--- src/rtl/uart_rx_sampler.sv ---
// Oversampled UART receiver: start detect, mid-bit sampling, stop check; even parity when UART_RX_PARITY_EN is defined.
// Latency ~(1.5 + DATA_BITS [+1]) bit times from start edge plus 3 clk; no backpressure, rx_valid is a 1-clk pulse.
module uart_rx_sampler #(
  parameter int DATA_BITS  = 8,
  parameter int OVERSAMPLE = 16
) (
  input  logic                 clk,
  input  logic                 reset,
  input  logic                 s_tick,
  input  logic                 rx,
  output logic [DATA_BITS-1:0] rx_data,
  output logic                 rx_valid,
  output logic                 frame_err,
  output logic                 parity_err,
  output logic                 busy
);

  localparam int TW = $clog2(OVERSAMPLE);
  localparam int BW = $clog2(DATA_BITS + 1);
  localparam logic [TW-1:0] TICK_MID  = TW'(OVERSAMPLE / 2 - 1);
  localparam logic [TW-1:0] TICK_LAST = TW'(OVERSAMPLE - 1);
  localparam logic [BW-1:0] BIT_LAST  = BW'(DATA_BITS - 1);

  typedef enum logic [2:0] {
    IDLE,
    START,
    DATA,
    PARITY,
    STOP,
    BREAK
  } state_t;

  state_t               state, state_nxt;
  logic [TW-1:0]        tick_cnt, tick_nxt;
  logic [BW-1:0]        bit_cnt, bit_nxt;
  logic [DATA_BITS-1:0] shift, shift_nxt;
  logic [DATA_BITS-1:0] data_nxt;
  logic                 valid_nxt, ferr_nxt;
  logic                 rx_meta, rx_s;
`ifdef UART_RX_PARITY_EN
  logic                 par_bit, par_nxt;
  logic                 perr_q, perr_nxt;
`endif

  // Two-flop synchroniser; resets to the idle-high line level.
  always_ff @(posedge clk or posedge reset) begin
    if (reset) begin
      rx_meta <= 1'b1;
      rx_s    <= 1'b1;
    end else begin
      rx_meta <= rx;
      rx_s    <= rx_meta;
    end
  end

  always_ff @(posedge clk or posedge reset) begin
    if (reset) begin
      state     <= IDLE;
      tick_cnt  <= '0;
      bit_cnt   <= '0;
      shift     <= '0;
      rx_data   <= '0;
      rx_valid  <= 1'b0;
      frame_err <= 1'b0;
`ifdef UART_RX_PARITY_EN
      par_bit   <= 1'b0;
      perr_q    <= 1'b0;
`endif
    end else begin
      state     <= state_nxt;
      tick_cnt  <= tick_nxt;
      bit_cnt   <= bit_nxt;
      shift     <= shift_nxt;
      rx_data   <= data_nxt;
      rx_valid  <= valid_nxt;
      frame_err <= ferr_nxt;
`ifdef UART_RX_PARITY_EN
      par_bit   <= par_nxt;
      perr_q    <= perr_nxt;
`endif
    end
  end

  always_comb begin
    state_nxt = state;
    tick_nxt  = tick_cnt;
    bit_nxt   = bit_cnt;
    shift_nxt = shift;
    data_nxt  = rx_data;
    valid_nxt = 1'b0;
    ferr_nxt  = 1'b0;
`ifdef UART_RX_PARITY_EN
    par_nxt   = par_bit;
    perr_nxt  = 1'b0;
`endif
    case (state)
      IDLE: begin
        if (!rx_s) begin
          state_nxt = START;
          tick_nxt  = '0;
        end
      end
      START: begin
        if (s_tick) begin
          if (tick_cnt == TICK_MID) begin
            tick_nxt  = '0;
            bit_nxt   = '0;
            // A start bit that is already high again at mid-bit was noise.
            state_nxt = rx_s ? IDLE : DATA;
          end else begin
            tick_nxt = tick_cnt + TW'(1);
          end
        end
      end
      DATA: begin
        if (s_tick) begin
          if (tick_cnt == TICK_LAST) begin
            tick_nxt  = '0;
            shift_nxt = {rx_s, shift[DATA_BITS-1:1]};
            if (bit_cnt == BIT_LAST) begin
`ifdef UART_RX_PARITY_EN
              state_nxt = PARITY;
`else
              state_nxt = STOP;
`endif
            end else begin
              bit_nxt = bit_cnt + BW'(1);
            end
          end else begin
            tick_nxt = tick_cnt + TW'(1);
          end
        end
      end
`ifdef UART_RX_PARITY_EN
      PARITY: begin
        if (s_tick) begin
          if (tick_cnt == TICK_LAST) begin
            tick_nxt  = '0;
            par_nxt   = rx_s;
            state_nxt = STOP;
          end else begin
            tick_nxt = tick_cnt + TW'(1);
          end
        end
      end
`endif
      STOP: begin
        if (s_tick) begin
          if (tick_cnt == TICK_LAST) begin
            tick_nxt = '0;
            if (rx_s) begin
              data_nxt  = shift;
              valid_nxt = 1'b1;
`ifdef UART_RX_PARITY_EN
              perr_nxt  = par_bit ^ (^shift);
`endif
              state_nxt = IDLE;
            end else begin
              ferr_nxt  = 1'b1;
              state_nxt = BREAK;
            end
          end else begin
            tick_nxt = tick_cnt + TW'(1);
          end
        end
      end
      BREAK: begin
        // Held-low line: stay here so a long break reports only one error.
        if (rx_s) state_nxt = IDLE;
      end
      default: state_nxt = IDLE;
    endcase
  end

`ifdef UART_RX_PARITY_EN
  assign parity_err = perr_q;
`else
  assign parity_err = 1'b0;
`endif

  assign busy = (state != IDLE);

endmodule

--- config.mk ---
export PLATFORM = sky130hd
export DESIGN_NAME = uart_rx_sampler
export DESIGN_NICKNAME = d
export VERILOG_FILES = /design/src/rtl/uart_rx_sampler.sv
export SDC_FILE = /design/constraint.sdc
export NUM_CORES = 1
export LEC_CHECK = 0
export CAP_MARGIN = 30
export CORE_MARGIN = 3
export CORE_UTILIZATION = 40
export CTS_CLUSTER_DIAMETER = 120
export DETAILED_ROUTE_END_ITERATION = 12
export HOLD_SLACK_MARGIN = 0.06
export SYNTH_ARGS = -nofsm -noshare
export SYNTH_HDL_FRONTEND = slang
export SYNTH_SLANG_ARGS = --single-unit
--- constraint.sdc ---
create_clock -name clk -period 4.9 [get_ports clk]
set_input_delay 1.225 -clock clk [delete_from_list [all_inputs] [get_ports clk]]
set_output_delay 1.225 -clock clk [all_outputs]
set_load 0.02 [all_outputs]
==> impl_metrics.py <==
metrics = {
    "setup_path": {
        "critPathMaxStageDelay_ns": 0.54,
        "r2r_end": "shift[5]",
        "cpMaxStageDelayCell": "clkdlybuf4s50_1",
        "reg2reg_slack_ns": 2.92,
        "worstPathArrival_ns": 1.76,
        "worstPathCellList": "or3_1, clkdlybuf4s50_1",
        "rr_worst_depth": 4,
        "worstPathMaxFanout": 13,
        "cp-end-kind": "output pin",
        "cp.required_ns": 3.67,
        "cp-start-kind": "flop",
        "criticalPathCategory": "reg2out",
        "r2r_start": "tick_cnt[0]",
    },
    "worst_hold_path": {
        "hp-class": "reg2reg",
        "min_from": "rx_meta",
        "min_to": "rx_s",
        "hold_path_depth": 0,
    },
    "drt": {
        "first_pass_iters": 4,
        "wl_per_cell_um": 13.4,
        "drc_errors": 0,
        "drtIter0Drc": 40,
        "totalWireLength_mm": 2.45,
        "postRouteAntennaNets": 0,
        "avgViaCountPerCell": 5.34,
        "vias": 978,
    },
    "power": {
        "p_clk_share_pct": 37.4,
        "p_leak_nw": 0.821,
        "seq_power_share_pct": 46.2,
        "power.internal_mw": 0.480,
        "switching_share_pct": 27.1,
        "vdd_drop_max_uv": 169,
        "p_comb_share_pct": 16.4,
        "p_sw_mw": 0.178,
        "p_per_area_mw_per_mm2": 379,
        "finalPower_mw": 0.658,
    },
    "global_routing": {
        "grt_max_degree": 21,
        "grt_pass1_vias": 960,
        "grt-ovfl-total": 0,
        "track_usage_pct": 13.3,
        "antenna_found_initial": 0,
        "grt_pass1_wl_mm": 4.41,
    },
    "synthesis": {
        "seq_area_frac_synth_pct": 52.9,
        "async_flop_share_pct": 100,
        "synthesis.area_mm2": 0.00147,
        "synth_ff_type": "dfrtp_1",
        "syn_area_per_cell_um2": 12.2,
        "synth-edff-count": 0,
        "synth_nets": 127,
        "ys_types": 43,
        "synth-seq-cells": 31,
        "synthCells": 121,
        "ys_warn_count": 0,
    },
    "timing": {
        "hold_viol_final": 0,
        "rsz0062_at_grt": "no",
        "finClkSkew_ns": 0.00909,
        "fmax_mhz": 335,
        "setup_tns_ns": 0,
        "drv_slew": 0,
        "worst_slew_pin_slew_ns": 0.716,
        "finalSetupViolations": 0,
        "fin_crit_ns": 2.98,
        "finalCritPeriodShare_pct": 60.9,
        "maxSlewHeadroom_pct": 52.2,
        "finalWorstSetupSlack_ns": 1.92,
    },
    "finish": {
        "nFillCells": 318,
        "layout_commonest_cell": "dfrtp_1",
        "antenna_cells": 0,
        "layout_common_cells": "29 x dfrtp_1, 16 x mux2_1, 14 x clkdlybuf4s50_1",
        "fin_nets": 142,
        "final_cells": 183,
        "fin_area_mm2": 0.00174,
        "areaGrowthSynthToFinish_pct": 18.0,
        "drive_gt1_share_pct": 12.4,
    },
    "clock_network": {
        "clock_latency_ns": 0.28,
        "htreeDepth": 2,
        "cts_buffers": 5,
        "postCtsSetupBuffers": 0,
        "cts_buffer_depth": 2,
        "holdBufCountCts": 0,
        "clkTransAtPathRegs_ns": 0.06,
        "cts_root_buffer": "clkbuf_8",
        "clkSinkCount": 31,
        "cts_tree": "done",
        "cts_resized": 0,
    },
    "floorplanning": {
        "core_mm2": 0.00344,
        "dieHeight_um": 66.6,
        "pin_count": 16,
        "die_area_mm2": 0.00444,
        "placementRows": 21,
        "floorplan.die.width_um": 66.6,
        "start_util_pct": 42.7,
    },
    "placement": {
        "io_buffers": 14,
        "dp_cells": 175,
        "post-place-ws_ns": 1.77,
        "post_dp_cell_area_mm2": 0.00162,
        "place_hpwl_mm": 1.79,
        "place.gp.congestion": 0.829,
    },
    "job": {
        "maxCapViolCount": 0,
    },
    "status": {
        "outcome": "finished clean",
    },
}
==> metrics by stage <==
step                utilization [%]  hold WS, ns
floorplan                         -        0.345
global placement               47.1        0.346
detailed placement             47.1        0.350
CTS                            50.4        0.362
global route                   50.4        0.362
finish                         50.4        0.360
==> how the worst max path moves through the flow <==
stage	from	to	cells past startpoint	slack [ns]
2_1_floorplan	s_tick	shift[7]	5	2.66
3_3_place_gp	s_tick	shift[2]	4	1.82
3_5_place_dp	s_tick	shift[6]	4	1.77
4_1_cts	state[2]	busy	2	1.90
5_1_grt	state[2]	busy	2	1.82
6_report	state[2]	busy	2	1.92
==> sequential cells by signal (all words and copies together) (netlist names), 3 cells and up <==
name / count
rx_data: 8
shift: 8
bit_cnt: 4
tick_cnt: 4
state: 3
==> layout make-up <==
| type | instances | area [um^2] | share of cell area [%] |
|---|---|---|---|
| Multi-Input combinational cell | 80 | 628 | 36.2 |
| Timing Repair Buffer | 15 | 148 | 8.51 |
| Clock inverter | 3 | 43.8 | 2.52 |
| Tap cell | 46 | 57.6 | 3.32 |
| Inverter | 3 | 11.3 | 0.649 |
| Sequential cell | 31 | 778 | 44.8 |
| Clock buffer | 5 | 68.8 | 3.97 |
==> cell usage after synthesis (all sizes together) (2+ instances only) <==
cell type | n | area [um^2]
mux2 | 16 | 180
o21ai | 9 | 48.8
nand3 | 3 | 15.0
or3b | 2 | 20.0
buf | 6 | 48.8
nand3b | 2 | 15.0
nor2 | 8 | 30.0
dfrtp | 29 | 726
nand2 | 5 | 18.8
nor2b | 3 | 21.3
nor3b | 2 | 15.0
ha | 2 | 25.0
or2 | 2 | 12.5
and3 | 2 | 12.5
dfstp | 2 | 52.6
xor2 | 2 | 17.5
inv | 3 | 11.3
a22o | 4 | 35.0
==> logic make-up (layout without fill, tap and decap cells) <==
logic type | count (synthesis) | in the layout | synth area share, %
mux | 16 | 16 | 12.3
compound gates | 23 | 23 | 11.6
other cells | 1 | 1 | 0.255
flops | 31 | 31 | 52.9
simple gates | 36 | 36 | 15.7
fa+ha+maj | 2 | 2 | 1.70
buf+inv | 10 | 26 | 4.34
xor+xnor | 2 | 2 | 1.19
==> power by group through the flow <==
stage               Sequential, mW  Combinational (mW)  Clock [mW]
floorplan                    0.294              0.0946           0
global placement             0.306               0.104           0
detailed placement           0.308               0.108           0
CTS                          0.303               0.109       0.254
global route                 0.308               0.122       0.267
finish                       0.304               0.108       0.246
==> critical path, delay by kind of cell, from the launching register on <==
family	cells	cell delay, ns
DFF	1	0.53
and+or+nand+nor	1	0.42
buffers and inverters	1	0.54
==> routing by layer <==
metal / up-vias / track usage [%] / share of wire [%]
met1: 483 / 17.2 / 47
met4: 0 / 4.57 / 1.1
met2: 24 / 19.8 / 47
met5: - / 0 / 0
li1: 467 / - / -
met3: 4 / 5.56 / 5.1
Power figures use the tool's default switching activity.
